[config.mk]
export PLATFORM = sky130hd
export DESIGN_NAME = gsens_spi_reader_flat
export DESIGN_NICKNAME = d
export VERILOG_FILES = /design/src/rtl/gsens_spi_reader_if.sv /design/src/rtl/gsens_spi_reader.sv /design/src/flat_wrapper.sv
export SDC_FILE = /design/constraint.sdc
export NUM_CORES = 1
export LEC_CHECK = 0
export CORE_MARGIN = 2
export CORE_UTILIZATION = 50
export CTS_CLUSTER_SIZE = 20
export DETAILED_ROUTE_END_ITERATION = 7
export HOLD_SLACK_MARGIN = 0.02
export PLACE_DENSITY = 0.74
export SETUP_SLACK_MARGIN = 0.4
export SYNTH_ARGS = -nofsm -noshare
export SYNTH_HDL_FRONTEND = slang
export SYNTH_SLANG_ARGS = --single-unit
[constraint.sdc]
create_clock -name iCLK -period 2.8 [get_ports iCLK]
set_input_delay 0.56 -clock iCLK [delete_from_list [all_inputs] [get_ports iCLK]]
set_output_delay 0.56 -clock iCLK [all_outputs]
set_load 0.005 [all_outputs]
[src/rtl/gsens_spi_reader_if.sv]
// Pin/data bundle between the ADXL345 SPI reader and its surroundings
// (sensor pins on one side, the 10-bit X sample toward the tilt parser).
interface gsens_spi_reader_if;
  logic       oG_SCLK;
  logic       oG_CS_N;
  logic       oG_SDI;
  logic       iG_SDO;
  logic       iG_INT2;
  logic [9:0] oDIG;
  logic       oDIG_VALID;
  logic       oINIT_DONE;

  modport master (
    output oG_SCLK, oG_CS_N, oG_SDI, oDIG, oDIG_VALID, oINIT_DONE,
    input  iG_SDO, iG_INT2
  );

  modport slave (
    input  oG_SCLK, oG_CS_N, oG_SDI, oDIG, oDIG_VALID, oINIT_DONE,
    output iG_SDO, iG_INT2
  );
endinterface

[src/rtl/gsens_spi_reader.sv]
// SPI mode-3 master: configures the ADXL345 and reads X on each INT2 data-ready.
// Optional macro GSENS_POLL_EN adds a watchdog poll that reads even without INT2.
module gsens_spi_reader #(
  parameter int CLK_DIV     = 25,
  parameter int CS_GAP      = 4,
  parameter int POLL_CYCLES = 500000
) (
  input  logic              iCLK,
  input  logic              iRST_N,
  gsens_spi_reader_if.master bus
);

  localparam logic [2:0] ST_INIT      = 3'd0;
  localparam logic [2:0] ST_INIT_XFER = 3'd1;
  localparam logic [2:0] ST_INIT_GAP  = 3'd2;
  localparam logic [2:0] ST_WAIT_TRIG = 3'd3;
  localparam logic [2:0] ST_READ      = 3'd4;
  localparam logic [2:0] ST_UPDATE    = 3'd5;

  localparam logic [2:0] PH_IDLE = 3'd0;
  localparam logic [2:0] PH_LEAD = 3'd1;
  localparam logic [2:0] PH_LOW  = 3'd2;
  localparam logic [2:0] PH_HIGH = 3'd3;
  localparam logic [2:0] PH_TAIL = 3'd4;

  localparam int DIV_W = $clog2(CLK_DIV);
  localparam int GAP_W = $clog2(CS_GAP + 1);
  localparam logic [DIV_W-1:0] DIV_RELOAD = DIV_W'(CLK_DIV - 1);
  localparam logic [GAP_W-1:0] GAP_MAX    = GAP_W'(CS_GAP);

  logic [2:0]       state_q, state_d;
  logic [2:0]       phase_q, phase_d;
  logic [DIV_W-1:0] div_q, div_d;
  logic [4:0]       bit_q, bit_d;
  logic [4:0]       last_bit_q, last_bit_d;
  logic [23:0]      tx_q, tx_d;
  logic [15:0]      rx_q, rx_d;
  logic             sclk_q, sclk_d;
  logic             cs_n_q, cs_n_d;
  logic             sdi_q, sdi_d;
  logic [GAP_W-1:0] gap_q, gap_d;
  logic [2:0]       idx_q, idx_d;
  logic [9:0]       dig_q, dig_d;
  logic             dig_valid_q, dig_valid_d;
  logic             init_done_q, init_done_d;
  logic             int_meta_q, int_meta_d, int_sync_q, int_sync_d;
  logic             sdo_meta_q, sdo_meta_d, sdo_sync_q, sdo_sync_d;

  logic        start;
  logic [23:0] start_frame;
  logic [4:0]  start_last;
  logic        xfer_done;
  logic        read_start;
  logic        poll_hit;

  // Configuration writes issued after reset, as {addr[5:0], data[7:0]}.
  function automatic logic [13:0] init_word(input logic [2:0] idx);
    case (idx)
      3'd0:    init_word = {6'h2C, 8'h0A};
      3'd1:    init_word = {6'h31, 8'h00};
      3'd2:    init_word = {6'h2E, 8'h80};
      3'd3:    init_word = {6'h2F, 8'h80};
      default: init_word = {6'h2D, 8'h08};
    endcase
  endfunction

  // NOTE: every signal gets a default at the top of the block so no path leaves it
  // unassigned; a missing default here would infer a latch.
  always_comb begin
    state_d     = state_q;
    phase_d     = phase_q;
    div_d       = div_q;
    bit_d       = bit_q;
    last_bit_d  = last_bit_q;
    tx_d        = tx_q;
    rx_d        = rx_q;
    sclk_d      = sclk_q;
    cs_n_d      = cs_n_q;
    sdi_d       = sdi_q;
    gap_d       = (gap_q == GAP_MAX) ? gap_q : gap_q + GAP_W'(1);
    idx_d       = idx_q;
    dig_d       = dig_q;
    dig_valid_d = 1'b0;
    init_done_d = init_done_q;
    int_meta_d  = bus.iG_INT2;
    int_sync_d  = int_meta_q;
    sdo_meta_d  = bus.iG_SDO;
    sdo_sync_d  = sdo_meta_q;
    start       = 1'b0;
    start_frame = '0;
    start_last  = 5'd0;
    xfer_done   = 1'b0;
    read_start  = 1'b0;

    // Bit engine: SDI moves on SCLK fall, SDO is taken on SCLK rise.
    case (phase_q)
      PH_LEAD: begin
        if (div_q == '0) begin
          sclk_d  = 1'b0;
          phase_d = PH_LOW;
          div_d   = DIV_RELOAD;
        end else begin
          div_d = div_q - DIV_W'(1);
        end
      end
      PH_LOW: begin
        if (div_q == '0) begin
          sclk_d  = 1'b1;
          rx_d    = {rx_q[14:0], sdo_sync_q};
          phase_d = PH_HIGH;
          div_d   = DIV_RELOAD;
        end else begin
          div_d = div_q - DIV_W'(1);
        end
      end
      PH_HIGH: begin
        if (div_q == '0) begin
          div_d = DIV_RELOAD;
          if (bit_q == last_bit_q) begin
            phase_d = PH_TAIL;
          end else begin
            bit_d   = bit_q + 5'd1;
            sclk_d  = 1'b0;
            sdi_d   = tx_q[23];
            tx_d    = {tx_q[22:0], 1'b0};
            phase_d = PH_LOW;
          end
        end else begin
          div_d = div_q - DIV_W'(1);
        end
      end
      PH_TAIL: begin
        if (div_q == '0) begin
          cs_n_d    = 1'b1;
          phase_d   = PH_IDLE;
          xfer_done = 1'b1;
          gap_d     = GAP_W'(1);
        end else begin
          div_d = div_q - DIV_W'(1);
        end
      end
      default: ;
    endcase

    case (state_q)
      ST_INIT: begin
        if (gap_q == GAP_MAX) begin
          start       = 1'b1;
          start_frame = {2'b00, init_word(idx_q), 8'h00};
          start_last  = 5'd15;
          state_d     = ST_INIT_XFER;
        end
      end
      ST_INIT_XFER: if (xfer_done) state_d = ST_INIT_GAP;
      ST_INIT_GAP: begin
        if (gap_q == GAP_MAX) begin
          if (idx_q == 3'd4) begin
            init_done_d = 1'b1;
            state_d     = ST_WAIT_TRIG;
          end else begin
            idx_d   = idx_q + 3'd1;
            state_d = ST_INIT;
          end
        end
      end
      ST_WAIT_TRIG: begin
        // Level-sensitive: INT2 still high after the gap yields another read.
        if ((gap_q == GAP_MAX) && (int_sync_q || poll_hit)) begin
          start       = 1'b1;
          read_start  = 1'b1;
          start_frame = {8'hF2, 16'h0000};
          start_last  = 5'd23;
          state_d     = ST_READ;
        end
      end
      ST_READ: if (xfer_done) state_d = ST_UPDATE;
      ST_UPDATE: begin
        // rx holds {DATAX0, DATAX1}; DATAX1[7:2] are sign copies and dropped.
        dig_d       = {rx_q[1:0], rx_q[15:8]};
        dig_valid_d = 1'b1;
        state_d     = ST_WAIT_TRIG;
      end
      default: state_d = ST_INIT;
    endcase

    // CS_N falls together with the first SDI bit; SCLK stays high for the lead-in.
    if (start) begin
      cs_n_d     = 1'b0;
      sclk_d     = 1'b1;
      sdi_d      = start_frame[23];
      tx_d       = {start_frame[22:0], 1'b0};
      bit_d      = 5'd0;
      last_bit_d = start_last;
      phase_d    = PH_LEAD;
      div_d      = DIV_RELOAD;
    end
  end

`ifdef GSENS_POLL_EN
  localparam int POLL_W = $clog2(POLL_CYCLES + 1);
  localparam logic [POLL_W-1:0] POLL_MAX = POLL_W'(POLL_CYCLES);

  logic [POLL_W-1:0] poll_q, poll_d;

  always_comb begin
    poll_d = (poll_q == POLL_MAX) ? poll_q : poll_q + POLL_W'(1);
    if (read_start) poll_d = '0;
  end

  always_ff @(posedge iCLK or negedge iRST_N) begin
    if (!iRST_N) poll_q <= '0;
    else         poll_q <= poll_d;
  end

  assign poll_hit = (poll_q == POLL_MAX);
`else
  assign poll_hit = 1'b0;
`endif

  // NOTE: state is updated only with non-blocking assignments so every flop
  // samples the pre-edge value regardless of statement order.
  always_ff @(posedge iCLK or negedge iRST_N) begin
    if (!iRST_N) begin
      state_q     <= ST_INIT;
      phase_q     <= PH_IDLE;
      div_q       <= '0;
      bit_q       <= 5'd0;
      last_bit_q  <= 5'd0;
      tx_q        <= '0;
      rx_q        <= '0;
      sclk_q      <= 1'b1;
      cs_n_q      <= 1'b1;
      sdi_q       <= 1'b0;
      gap_q       <= GAP_MAX;
      idx_q       <= 3'd0;
      dig_q       <= '0;
      dig_valid_q <= 1'b0;
      init_done_q <= 1'b0;
      int_meta_q  <= 1'b0;
      int_sync_q  <= 1'b0;
      sdo_meta_q  <= 1'b0;
      sdo_sync_q  <= 1'b0;
    end else begin
      state_q     <= state_d;
      phase_q     <= phase_d;
      div_q       <= div_d;
      bit_q       <= bit_d;
      last_bit_q  <= last_bit_d;
      tx_q        <= tx_d;
      rx_q        <= rx_d;
      sclk_q      <= sclk_d;
      cs_n_q      <= cs_n_d;
      sdi_q       <= sdi_d;
      gap_q       <= gap_d;
      idx_q       <= idx_d;
      dig_q       <= dig_d;
      dig_valid_q <= dig_valid_d;
      init_done_q <= init_done_d;
      int_meta_q  <= int_meta_d;
      int_sync_q  <= int_sync_d;
      sdo_meta_q  <= sdo_meta_d;
      sdo_sync_q  <= sdo_sync_d;
    end
  end

  assign bus.oG_SCLK    = sclk_q;
  assign bus.oG_CS_N    = cs_n_q;
  assign bus.oG_SDI     = sdi_q;
  assign bus.oDIG       = dig_q;
  assign bus.oDIG_VALID = dig_valid_q;
  assign bus.oINIT_DONE = init_done_q;

endmodule

[src/flat_wrapper.sv]
// flat-port wrapper written by rule: the top's interface ports become plain ports
module gsens_spi_reader_flat 
#(
  parameter int CLK_DIV     = 25,
  parameter int CS_GAP      = 4,
  parameter int POLL_CYCLES = 500000
)
  (iCLK, iRST_N, bus_oG_SCLK, bus_oG_CS_N, bus_oG_SDI, bus_oDIG, bus_oDIG_VALID, bus_oINIT_DONE, bus_iG_SDO, bus_iG_INT2);
  gsens_spi_reader_if bus_i ();
  input  logic iCLK;
  input  logic iRST_N;
  output wire logic [$bits(bus_i.oG_SCLK)-1:0] bus_oG_SCLK;
  output wire logic [$bits(bus_i.oG_CS_N)-1:0] bus_oG_CS_N;
  output wire logic [$bits(bus_i.oG_SDI)-1:0] bus_oG_SDI;
  output wire logic [$bits(bus_i.oDIG)-1:0] bus_oDIG;
  output wire logic [$bits(bus_i.oDIG_VALID)-1:0] bus_oDIG_VALID;
  output wire logic [$bits(bus_i.oINIT_DONE)-1:0] bus_oINIT_DONE;
  input wire logic [$bits(bus_i.iG_SDO)-1:0] bus_iG_SDO;
  input wire logic [$bits(bus_i.iG_INT2)-1:0] bus_iG_INT2;
  assign bus_oG_SCLK = bus_i.oG_SCLK;
  assign bus_oG_CS_N = bus_i.oG_CS_N;
  assign bus_oG_SDI = bus_i.oG_SDI;
  assign bus_oDIG = bus_i.oDIG;
  assign bus_oDIG_VALID = bus_i.oDIG_VALID;
  assign bus_oINIT_DONE = bus_i.oINIT_DONE;
  assign bus_i.iG_SDO = bus_iG_SDO;
  assign bus_i.iG_INT2 = bus_iG_INT2;
  gsens_spi_reader #(.CLK_DIV(CLK_DIV), .CS_GAP(CS_GAP), .POLL_CYCLES(POLL_CYCLES)) u_core (.iCLK(iCLK), .iRST_N(iRST_N), .bus(bus_i));
endmodule
==> qor.csv <==
metric;value;unit
grt_antenna_before_repair;0;
end_kind;flop;
cap_violations;0;
power.density;518;nW/µm²
io_pins;19;
grt_max_degree;75;
p_switching;0.420;mW
r2r_cells;6;
start_kind;flop;
cp_cell_sequence;inv_1, ha_1, or4b_1, nor3b_2, buf_6, mux2_2;
clk_pin_slew;80;ps
ys_ff_latch;74;
whs;337;ps
vias;2314;
postLayoutCellArea;3910;µm²
power;2.02;mW
cts.sinks;74;
ctsRootBufferMaster;clkbuf_8;
place.gp.congestion;0.787;
vias_per_cell;5.74;
switching_share;0.208;
die_area;7620;µm²
clock_latency;340;ps
path_delay_family;simple AND/OR/NAND/NOR gates;
finClkSkew;8.77;ps
fin_tns_setup;0;ps
grt_pass1_wl;10100;µm
avgRoutedWirePerCell;14.5;µm
synth_top_flop_cell;dfrtp_1;
status;finished, final reports clean;
wl;5860;µm
ant_nets;0;
multi_input_area;1490;µm²
h-tree-depth;3;
synth-edff-count;0;
crit_type;reg -> reg;
first_pass_iters;4;
cts_buffer_depth;2;
syn-instance-count;303;
max_slew.worst_pin.slew;910;ps
max-slew-margin-rel;0.391;
grt_setup_unrepaired;no;
hold_viol;0;
track_usage;0.168;
final_layout_size_suffix_gt1_frac;0.192;
max_freq;447;MHz
drv_slew;0;
hold_path_class;in -> async;
ys_async_sr_fraction;1.00;
p_comb_frac;0.011;
start_util;0.514;
r2r_setup_slack;560;ps
grt_pass1_vias;2154;
worst-path-buf-inv;2;
clock_power_share;0.459;
route.detailed.drc;0;
area_growth;12.6;%
final_core_util;0.578;
diodes;0;
gr-total-overflow;0;
p_seq_frac;0.530;
finalSetupViolCount;0;
p_int;1.60;mW
fin_crit;2240;ps
ys_types;58;
syn_avg_cell_area;11.5;µm²
required;3030;ps
slowest_stage;or4b_1;
reg2reg_to;u_core.rx_q[5]$_DFFE_PN0P_;
synth_warnings;0;
cts_tree;done;
fp.dieW;87.3;µm
fill_cells;564;
ir_drop;0.306;mV
hold_buffers;0;
path_max_fanout;18;
r2r_start;u_core.div_q[0]$_DFFE_PN0P_;
ff_latch_area;1860;µm²
layout.nets;330;
die_y;87.3;µm
post-route-period-util;0.799;
io_buffers;18;
placed_cell_area;3670;µm²
cp_data_arrival_time;2470;ps
drt_iter0_markers;106;
coreArea;6760;µm²
syn_nets;315;
hpwlAfterDp;3820;µm
leakage;1.75;nW
rows;30;
yosysSeqAreaShare;0.535;
syn_area;3470;µm²
cts_made_buffers;9;
slowest_delay;590;ps
==> cells by family (layout without fill, tap and decap cells) <==
| group | after synthesis | in the layout | synth area share |
|---|---|---|---|
| and+or+nand+nor | 92 | 92 | 0.149 |
| DFF | 74 | 74 | 0.535 |
| AOI/OAI and AO/OA | 66 | 66 | 0.125 |
| muxes | 32 | 32 | 0.112 |
| buffers and inverters | 26 | 46 | 0.0386 |
| adders and majority gates | 8 | 8 | 0.0289 |
| xor gates and xnor gates | 5 | 5 | 0.0126 |
==> repair_timing <==
item                                    in CTS  in global routing
gates resized for setup                      0                  3
setup buffers                                0                  0
endpoints found under the setup margin       0                  8
==> Yosys cell counts, drive strengths merged (3+ instances only) <==
library cell  instances  area, µm²
a211oi                3       22.5
a21oi                15       75.1
a31oi                 3       18.8
buf                   7       62.6
clkbuf                9       33.8
dfrtp                71       1780
dfstp                 3       78.8
ha                    8        100
inv                  10       37.5
mux2                 30        368
nand2                15       56.3
nand2b                6       37.5
nand3                15       80.1
nand4                 6       37.5
nor2                 17       63.8
nor2b                 3       18.8
nor3                  6       30.0
nor3b                 3       27.5
o211ai                5       37.5
o21ai                17       88.8
o31ai                 5       37.5
or2                   5       31.3
or3                   4       26.3
xnor2                 4       35.0
==> per-stage QoR <==
step / worst slack (ps) / instances
3_3_place_gp: 615 / 387
4_1_cts: 514 / 403
5_1_grt: 399 / 403
2_1_floorplan: 715 / 303
6_report: 563 / 403
3_5_place_dp: 529 / 387
==> per-layer routing <==
layer | vias to the layer above | share of wire | track usage
met5 | - | 0 | 0
met4 | 0 | 0.0097 | 0.0839
met3 | 4 | 0.031 | 0.0294
met2 | 32 | 0.46 | 0.242
met1 | 1150 | 0.50 | 0.242
li1 | 1128 | - | -
==> power groups by stage <==
stage / Combinational (mW) / Clock [mW] / Sequential [mW]
after floorplan: 0.0000283 / 0 / 1.09
after global placement: 0.0250 / 0 / 1.09
after detailed placement: 0.0249 / 0 / 1.09
after CTS: 0.0249 / 0.950 / 1.07
after global routing: 0.0279 / 1.00 / 1.07
final: 0.0228 / 0.927 / 1.07
==> sequential cells by signal, summed over array words and instances (netlist names) <==
signal and count:
u_core.last_bit_q 3, u_core.bus.oG_SCLK 1, u_core.gap_q 3, u_core.state_q 3, u_core.bus.oINIT_DONE 1, u_core.int_sync_q 1, u_core.bus.oDIG_VALID 1, u_core.phase_q 3
u_core.div_q 5, u_core.sdo_meta_q 1, u_core.sdo_sync_q 1, u_core.bus.oG_CS_N 1, u_core.bus.oDIG 10, u_core.tx_q 14, u_core.idx_q 3, u_core.int_meta_q 1
u_core.bus.oG_SDI 1, u_core.bit_q 5, u_core.rx_q 16
==> worst max path at each step <==
stage,to,cells after the start,slack [ps],start
after global placement,u_core.rx_q[0]$_DFFE_PN0P_,6,620,u_core.div_q[0]$_DFFE_PN0P_
after floorplan,u_core.rx_q[10]$_DFFE_PN0P_,8,720,u_core.div_q[0]$_DFFE_PN0P_
after detailed placement,u_core.tx_q[18]$_DFFE_PN0P_,6,530,u_core.div_q[0]$_DFFE_PN0P_
after CTS,u_core.tx_q[18]$_DFFE_PN0P_,6,510,u_core.div_q[0]$_DFFE_PN0P_
final,u_core.rx_q[5]$_DFFE_PN0P_,6,560,u_core.div_q[0]$_DFFE_PN0P_
after global routing,u_core.tx_q[19]$_DFFE_PN0P_,6,400,u_core.div_q[0]$_DFFE_PN0P_
==> placed cells by master, fill, tap and decap left out, types with 3 or more instances in the layout <==
| master | synthesis | routed |
|---|---|---|
| o211ai_1 | 5 | 5 |
| dfstp_2 | 3 | 3 |
| inv_1 | 10 | 10 |
| nor2b_1 | 3 | 3 |
| a21oi_1 | 15 | 15 |
| xnor2_1 | 4 | 4 |
| nand3_1 | 14 | 14 |
| nand4_1 | 6 | 6 |
| or3_1 | 3 | 3 |
| a211oi_1 | 3 | 3 |
| dfrtp_1 | 71 | 71 |
| nand2b_1 | 6 | 6 |
| nor3_1 | 6 | 6 |
| a31oi_1 | 3 | 3 |
| clkdlybuf4s50_1 | 0 | 17 |
| mux2_4 | 8 | 8 |
| clkbuf_8 | 0 | 10 |
| ha_1 | 8 | 8 |
| or2_2 | 3 | 3 |
| o31ai_1 | 5 | 5 |
| nand2_1 | 15 | 15 |
| o21ai_0 | 15 | 15 |
| nor2_1 | 17 | 17 |
| mux2_2 | 22 | 22 |
==> area by class of cell <==
cell class	instances	share of cell area
clock inverters	6	0.0231
multi-input cells	203	0.381
well taps	80	0.0256
repair buffers	20	0.0503
inverters	10	0.00961
flip-flops and latches	74	0.475
clock buffers	10	0.0352
Power figures use the tool's default switching activity.
